<file path="config.mk">
export PLATFORM = sky130hd
export DESIGN_NAME = uart_rx_engine
export DESIGN_NICKNAME = d
export VERILOG_FILES = /design/src/rtl/uart_rx_engine.sv
export SDC_FILE = /design/constraint.sdc
export NUM_CORES = 1
export LEC_CHECK = 0
export CORE_ASPECT_RATIO = 0.75
export CORE_MARGIN = 2
export CORE_UTILIZATION = 46
export CTS_CLUSTER_DIAMETER = 40
export CTS_CLUSTER_SIZE = 24
export DETAILED_ROUTE_END_ITERATION = 12
export PLACE_DENSITY = 0.67
export SLEW_MARGIN = 25
export SYNTH_ARGS = -nofsm -noshare
export SYNTH_HDL_FRONTEND = slang
export SYNTH_SLANG_ARGS = --single-unit
</file>
<file path="constraint.sdc">
create_clock -name clk -period 3.1 [get_ports clk]
set_input_delay 0.62 -clock clk [delete_from_list [all_inputs] [get_ports clk]]
set_output_delay 0.62 -clock clk [all_outputs]
set_load 0.02 [all_outputs]
</file>
<file path="src/rtl/uart_rx_engine.sv">
// uart_rx_engine: 16x-oversampled UART receiver with a valid/ready byte output.
// The serial line is synchronised, the start bit is confirmed at its mid-point,
// and data and stop bits are sampled once per bit period at their centres.
// Framing errors and overruns are reported as single-cycle pulses.
module uart_rx_engine #(
    parameter int CLOCK_RATE         = 100000000,
    parameter int BAUD_RATE          = 9600,
    parameter int RX_OVERSAMPLE_RATE = 16,
    parameter int DATA_BITS          = 8
) (
    input  logic                 clk,
    input  logic                 rstN,
    input  logic                 rx,
    output logic [DATA_BITS-1:0] rxData,
    output logic                 rxValid,
    input  logic                 rxReady,
    output logic                 rxBusy,
    output logic                 frameError,
    output logic                 overrun
);

    localparam int TICK_DIV = CLOCK_RATE / (BAUD_RATE * RX_OVERSAMPLE_RATE);
    localparam int DIV_W    = (TICK_DIV > 1) ? $clog2(TICK_DIV) : 1;
    localparam int TC_W     = $clog2(RX_OVERSAMPLE_RATE);
    localparam int BI_W     = $clog2(DATA_BITS + 1);

    localparam logic [DIV_W-1:0] DIV_LAST = DIV_W'(TICK_DIV - 1);
    localparam logic [TC_W-1:0]  TC_HALF  = TC_W'(RX_OVERSAMPLE_RATE / 2 - 1);
    localparam logic [TC_W-1:0]  TC_FULL  = TC_W'(RX_OVERSAMPLE_RATE - 1);
    localparam logic [BI_W-1:0]  BI_LAST  = BI_W'(DATA_BITS - 1);

    // Parameter sanity: refuse to elaborate configurations that cannot work.
    if (TICK_DIV < 1) begin : g_bad_tick_div
        $error("uart_rx_engine: CLOCK_RATE too low for BAUD_RATE*RX_OVERSAMPLE_RATE");
    end
    if ((RX_OVERSAMPLE_RATE < 4) || (RX_OVERSAMPLE_RATE % 2 != 0)) begin : g_bad_os
        $error("uart_rx_engine: RX_OVERSAMPLE_RATE must be even and >= 4");
    end
    if ((DATA_BITS < 5) || (DATA_BITS > 9)) begin : g_bad_bits
        $error("uart_rx_engine: DATA_BITS must be 5..9");
    end

    typedef enum logic [2:0] {
        ST_IDLE  = 3'd0,
        ST_START = 3'd1,
        ST_DATA  = 3'd2,
        ST_STOP  = 3'd3,
        ST_BREAK = 3'd4
    } state_t;

    state_t               state_q, state_d;
    logic [DIV_W-1:0]     div_q;
    logic [1:0]           sync_q;
    logic [TC_W-1:0]      tc_q, tc_d;
    logic [BI_W-1:0]      bit_q, bit_d;
    logic [DATA_BITS-1:0] shift_q, shift_d;
    logic                 deliver_q, deliver_d;
    logic                 fe_q, fe_d;
    logic                 ov_q, ov_d;
    logic [DATA_BITS-1:0] data_q, data_d;
    logic                 valid_q, valid_d;
    logic                 tick;
    logic                 rx_s;

    assign tick       = (div_q == DIV_LAST);
    assign rx_s       = sync_q[1];
    assign rxData     = data_q;
    assign rxValid    = valid_q;
    assign rxBusy     = (state_q != ST_IDLE);
    assign frameError = fe_q;
    assign overrun    = ov_q;

    // Free-running oversample tick divider.
    always_ff @(posedge clk or negedge rstN) begin
        if (!rstN) begin
            div_q <= '0;
        end else if (div_q == DIV_LAST) begin
            div_q <= '0;
        end else begin
            div_q <= div_q + 1'b1;
        end
    end

    // Two-flop synchroniser for the asynchronous serial line; resets to idle level.
    always_ff @(posedge clk or negedge rstN) begin
        if (!rstN) begin
            sync_q <= 2'b11;
        end else begin
            sync_q <= {sync_q[0], rx};
        end
    end

    // Receiver state, counters, shift register and pending-delivery/error strobes.
    always_ff @(posedge clk or negedge rstN) begin
        if (!rstN) begin
            state_q   <= ST_IDLE;
            tc_q      <= '0;
            bit_q     <= '0;
            shift_q   <= '0;
            deliver_q <= 1'b0;
            fe_q      <= 1'b0;
        end else begin
            state_q   <= state_d;
            tc_q      <= tc_d;
            bit_q     <= bit_d;
            shift_q   <= shift_d;
            deliver_q <= deliver_d;
            fe_q      <= fe_d;
        end
    end

    // Frame FSM: every decision is taken on a tick, using the synchronised line.
    always_comb begin
        state_d   = state_q;
        tc_d      = tc_q;
        bit_d     = bit_q;
        shift_d   = shift_q;
        deliver_d = 1'b0;
        fe_d      = 1'b0;
        if (tick) begin
            case (state_q)
                ST_IDLE: begin
                    if (!rx_s) begin
                        state_d = ST_START;
                        tc_d    = '0;
                    end
                end
                ST_START: begin
                    if (tc_q == TC_HALF) begin
                        tc_d = '0;
                        if (!rx_s) begin
                            state_d = ST_DATA;
                            bit_d   = '0;
                        end else begin
                            // Start bit did not survive to mid-point: treat as a glitch.
                            state_d = ST_IDLE;
                        end
                    end else begin
                        tc_d = tc_q + 1'b1;
                    end
                end
                ST_DATA: begin
                    if (tc_q == TC_FULL) begin
                        tc_d    = '0;
                        // LSB arrives first, so shift in at the MSB end.
                        shift_d = {rx_s, shift_q[DATA_BITS-1:1]};
                        if (bit_q == BI_LAST) begin
                            state_d = ST_STOP;
                        end else begin
                            bit_d = bit_q + 1'b1;
                        end
                    end else begin
                        tc_d = tc_q + 1'b1;
                    end
                end
                ST_STOP: begin
                    if (tc_q == TC_FULL) begin
                        tc_d = '0;
                        if (rx_s) begin
                            deliver_d = 1'b1;
                            state_d   = ST_IDLE;
                        end else begin
                            fe_d    = 1'b1;
                            state_d = ST_BREAK;
                        end
                    end else begin
                        tc_d = tc_q + 1'b1;
                    end
                end
                ST_BREAK: begin
                    // A line held low reports one framing error, then waits for idle.
                    if (rx_s) begin
                        state_d = ST_IDLE;
                    end
                end
                default: begin
                    state_d = ST_IDLE;
                    tc_d    = '0;
                end
            endcase
        end
    end

    // Output holding register and handshake; a delivery wins over a same-cycle accept.
    always_comb begin
        data_d  = data_q;
        valid_d = valid_q;
        ov_d    = 1'b0;
        if (deliver_q) begin
            if (!valid_q || rxReady) begin
                data_d  = shift_q;
                valid_d = 1'b1;
            end else begin
                ov_d = 1'b1;
            end
        end else if (valid_q && rxReady) begin
            valid_d = 1'b0;
        end
    end

    // Output word, valid flag and overrun strobe registers.
    always_ff @(posedge clk or negedge rstN) begin
        if (!rstN) begin
            data_q  <= '0;
            valid_q <= 1'b0;
            ov_q    <= 1'b0;
        end else begin
            data_q  <= data_d;
            valid_q <= valid_d;
            ov_q    <= ov_d;
        end
    end

endmodule

</file>
Word level (Yosys, flattened, before mapping)
Cells that the tools add are included.

Reductions and logical operators: 14. $add $sub $neg: 3. Mux-type cells: 31. Bitwise operators: 1. Equality and inequality tests: 17.

Operators with widths (count): $mux W4 (6); $mux W3 (7); $ne A2 B2 Y1 const B (8); $pmux W4 S4 (1); $pmux W3 S5 (1); $mux W1 (13); $add A10 B1 Y10 const B (1); $eq A10 B10 Y1 const B (1); $mux W10 (1); $add A4 B1 Y4 const B (2); $eq A4 B3 Y1 const B (2); $pmux W4 S2 (1); $reduce_and A7 Y1 (1); $eq A3 B2 Y1 const B (2); $reduce_and A3 Y1 (2); $reduce_and A6 Y1 (1); $eq A4 B4 Y1 const B (1); $reduce_and A2 Y1 (2); $reduce_bool A2 Y1 (2); $eq A3 B1 Y1 const B (1); $eq A3 B3 Y1 const B (1); $logic_not A3 Y1 (1); $reduce_bool A3 Y1 (1); $mux W2 (1); 6 further kinds (6).

Output and inout port bits: 12. Bits in registers: 43. Bits of input ports: 4.

Longest topological paths before layout
Word-level depth: 4. Mapped depth: 7.

Least setup slack after synthesis
No wires, ideal clock.

Path kind: register to register. Start: register div_q[4]. End: register state_q[0]. Cell stages (with the launch flop): 5. Clock period less this slack: 1.887 ns. Buffers on the path: 0. Setup time: 0.125 ns. Setup slack: 1.213 ns. Data arrival time: 1.761 ns. Cells stage by stage: dfrtp_1 nor4b_4 nand3_2 or4_4 mux2_4.

Longest elaborated chain between the ends: 2.

RTL lines: start: declaration (RTL line 52) `logic [DIV_W-1:0] div_q;`; start signal: assignment (RTL line 80) `div_q <= div_q + 1'b1;`; $eq A10 B10 Y1 (RTL line 65) `assign tick = (div_q == DIV_LAST);`; $reduce_and A7 Y1 (no source line); end signal: assignment (RTL line 103) `state_q <= state_d;`; end: declaration (RTL line 51) `state_t state_q, state_d;`.

Every way passes these cells. A chain may end at the register's enable or synchronous reset.

Worst setup path in the final report
Start: register state_q[2]. End: output rxBusy.

Longest elaborated chain between the ends: 1.

RTL lines: $reduce_bool A3 Y1 (RTL line 69) `assign rxBusy = (state_q != ST_IDLE);`; end: declaration (RTL line 17) `output logic rxBusy,`.

Every way passes these cells.

==> qor.tcl <==
set qor(outcome) {finished, final reports clean}
set qor(via_count_of_the_first_global_routing_pass) 1312
set qor(yosys_warnings) 0
set qor(worst_ep_arrival_time_ns) 1.72
set qor(final_max_slew_viol_count) 0
set qor(final_hpwl_dp_microns) 2430
set qor(critical_path.cell_chain) {or3_1 -> clkdlybuf4s50_1}
set qor(grt_residual_overflow) 0
set qor(switchingPower_uw) 191
set qor(dieArea_sq_mm) 0.00490
set qor(synth-async-reset-ratio_pct) 100
set qor(grt_start_max_net_pins) 44
set qor(synth_mux_area_share_pct) 11.6
set qor(post_cts_hold_buffer_count) 0
set qor(detail_route.wl_per_cell_microns) 14.1
set qor(worst_path_max_delay_cell) {sky130_fd_sc_hd__clkdlybuf4s50_1}
set qor(synth_compound_gate_area_share_pct) 6.81
set qor(max_freq_mhz) 427
set qor(start_util_pct) 48.8
set qor(worst_setup_hold_path_clk_slew_ns) 0.07
set qor(antenna_found_initial) 0
set qor(syn_to_final_growth_pct) 15.2
set qor(post_synth_instance_area_sq_mm) 0.00200
set qor(synth_simple_gate_area_share_pct) 19.1
set qor(synth_top_family_by_area) {simple AND/OR/NAND/NOR gates}
set qor(timing.slew.headroom_pct) 65.7
set qor(number_of_instances_in_the_synthesized_netlist) 166
set qor(clock_tree.buffer_depth) 2
set qor(drt_wl_total_microns) 3380
set qor(wire_length_of_the_first_global_routing_pass_microns) 5950
set qor(worst-slew-pin-transition_ns) 0.515
set qor(n_antenna_cell) 0
set qor(final_routed_drc_violation_total) 0
set qor(leakage_component_of_the_power_uw) 0.00107
set qor(synth_area_per_cell_sq_um) 12.1
set qor(hold_path_class) {input port to async pin}
set qor(yosys.cell_types.count) 52
set qor(std_cell_rows) 20
set qor(power_uw) 998
set qor(grt_use_met3_pct) 5.28
set qor(most_frequent_standard_cell_in_the_layout_excluding_fill_and_tap_cells) {sky130_fd_sc_hd__dfrtp_1}
set qor(synth_enable_flop_cells) 0
set qor(post_cts_buffers) 0
set qor(criticalPathCategory) {register to output pin}
set qor(cts_resizes) 0
set qor(grt_util_met1_pct) 20.8
set qor(final_critical_path_setup_slack_ns) 0.760
set qor(power.sequential.fraction_pct) 56.6
set qor(detail-route-antenna-nets) 0
set qor(irDropWorstVdd_mv) 0.277
set qor(htreeDepth) 2
set qor(clock-sinks) 43
set qor(timing.max_cap.violations) 0
set qor(worst-path-max-fanout) 12
set qor(global_route.peak_usage_layer) {met2}
set qor(die_height_microns) 61.1
set qor(post_synth_xor_area_fraction_pct) 3.94
set qor(period_needed_ns) 2.34
set qor(p_int_uw) 808
set qor(p_per_area_mw_per_mm2) 433
set qor(critical_path_required_ns) 2.48
set qor(seq_area_frac_synth_pct) 53.9
set qor(track_usage_pct) 16.2
set qor(gp_congestion) 0.811
set qor(ys_seq_elements) 43
set qor(number_of_buffers_created_by_cts) 5
set qor(grt_setup_unrepaired) {no}
set qor(clock_power_share_pct) 42.0
set qor(finalHoldViolCount) 0
set qor(yosys_most_used_dff) {sky130_fd_sc_hd__dfrtp_1}
set qor(num_vias) 1302
set qor(cts.root.buffer_cell) {sky130_fd_sc_hd__clkbuf_8}
set qor(top_level_ports) 16
set qor(timing.final.setup_violations) 0
set qor(placeableCoreArea_sq_mm) 0.00410
set qor(drt_pre_antenna_iters) 4
set qor(start_kind) {register}
set qor(power_switching_share_pct) 19.1
set qor(period_share_pct) 75.5
set qor(synth.net_count) 174
set qor(gr-usage-met2_pct) 26.0
set qor(drtIter0Drc) 59
set qor(critPathCaptureType) {output pin}
set qor(cpPeakStageDelay_ns) 0.54
set qor(dpl_ws_ns) 1.07
set qor(nNetsFinal) 192
set qor(final_cell_mix) {sky130_fd_sc_hd__dfrtp_1 (41), sky130_fd_sc_hd__mux2_2 (16), sky130_fd_sc_hd__clkdlybuf4s50_1 (14)}
set qor(tritoncts) {yes}
set qor(avgViaCountPerCell) 5.43
set qor(setup_total_negative_slack_ns) 0
set qor(placement.io_buffers) 15
set qor(synth_adder_area_share_pct) 2.50
set qor(worst_clock_skew_ns) 0.00213
set qor(die_w_microns) 80.2
set qor(final_layout_size_suffix_gt1_share_pct) 18.4
set qor(combinationalPowerShare_pct) 1.4
set qor(worst_skew_pair.late_latency_ns) 0.29
==> registers in the layout, summed over array words and instances (netlist names) <==
register / cells
div_q: 10
rxData: 8
shift_q: 8
bit_q: 4
tc_q: 4
state_q: 3
sync_q: 2
deliver_q: 1
frameError: 1
overrun: 1
rxValid: 1
==> final cells by class <==
| cell class | count | area (sq um) |
|---|---|---|
| clock inverters | 1 | 30.0 |
| well taps | 55 | 68.8 |
| clock buffers | 7 | 76.3 |
| inverters | 7 | 26.3 |
| flip-flops and latches | 43 | 1080 |
| fillers | 346 | 1800 |
| repair buffers | 15 | 148 |
| multi-input cells | 112 | 878 |
==> worst max-delay path, delay by kind of cell, from the launching register on <==
| family | cells | cell delay [ns] |
|---|---|---|
| buf+inv | 1 | 0.54 |
| simple gates | 1 | 0.40 |
| flops | 1 | 0.49 |
==> cells by family (layout without fill, tap and decap cells) <==
| family | Yosys count | after routing |
|---|---|---|
| AO/OA/AOI/OAI | 17 | 17 |
| adder cells (fa/ha/maj) | 4 | 4 |
| XOR/XNOR | 9 | 9 |
| AND/OR/NAND/NOR | 62 | 62 |
| buffers and inverters | 11 | 30 |
| flip-flops | 43 | 43 |
| multiplexers | 20 | 20 |
==> path summary, 6_finish.rpt <==
path                       depth (start not counted)  slack (ns)                     end                   start
min                                                1        0.30  shift_q[6]$_DFFE_PN0P_                    rstN
max                                                2        0.76                  rxBusy  state_q[2]$_DFFE_PN0P_
min reg2reg                                        0        0.37     sync_q[1]$_DFF_PN1_     sync_q[0]$_DFF_PN1_
min in group clk                                   0        0.37     sync_q[1]$_DFF_PN1_     sync_q[0]$_DFF_PN1_
max in group asynchronous                          1        2.44     sync_q[1]$_DFF_PN1_                    rstN
max reg2reg                                        4        1.07  state_q[1]$_DFFE_PN0P_      div_q[4]$_DFF_PN0_
==> power by group through the flow <==
| stage | clock (uW) | sequential, uW | combinational [uW] |
|---|---|---|---|
| finish | 419 | 565 | 14.2 |
| global route | 459 | 565 | 17.1 |
| CTS | 433 | 565 | 15.0 |
| detailed placement | 0 | 576 | 15.2 |
| global placement | 0 | 576 | 14.7 |
| floorplan | 0 | 575 | 0.948 |
==> metal layers <==
layer / part of all wire, % / vias up
li1: - / 631
met1: 47 / 642
met2: 47 / 21
met3: 4.4 / 8
met4: 1.5 / 0
met5: 0 / -
==> Yosys cell counts, drive strengths merged, types with 2 or more instances <==
cell type	instances	area, sq um
inv	7	26.3
nand3b	3	22.5
nand2b	3	18.8
xnor2	7	61.3
o41ai	2	17.5
buf	3	15.0
nor4b	3	41.3
and3	4	26.3
nor2	12	45.0
ha	4	50.1
dfstp	2	52.6
nor3b	4	30.0
xor2	2	17.5
nand2	8	30.0
mux2	19	221
o21ai	2	10.0
and2	3	18.8
nor2b	3	18.8
nand3	8	45.0
or4	2	18.8
dfrtp	41	1030
==> per-stage QoR <==
stage	hold WS (ns)	instance area (sq um)	std cells	util, %
after floorplan	0.324	2000	166	-
after global placement	0.347	2200	232	53.5
after detailed placement	0.359	2200	232	53.5
after CTS	0.370	2300	240	56.1
after global routing	0.335	2310	240	56.2
final	0.300	2310	240	56.2
Power figures use the tool's default switching activity.
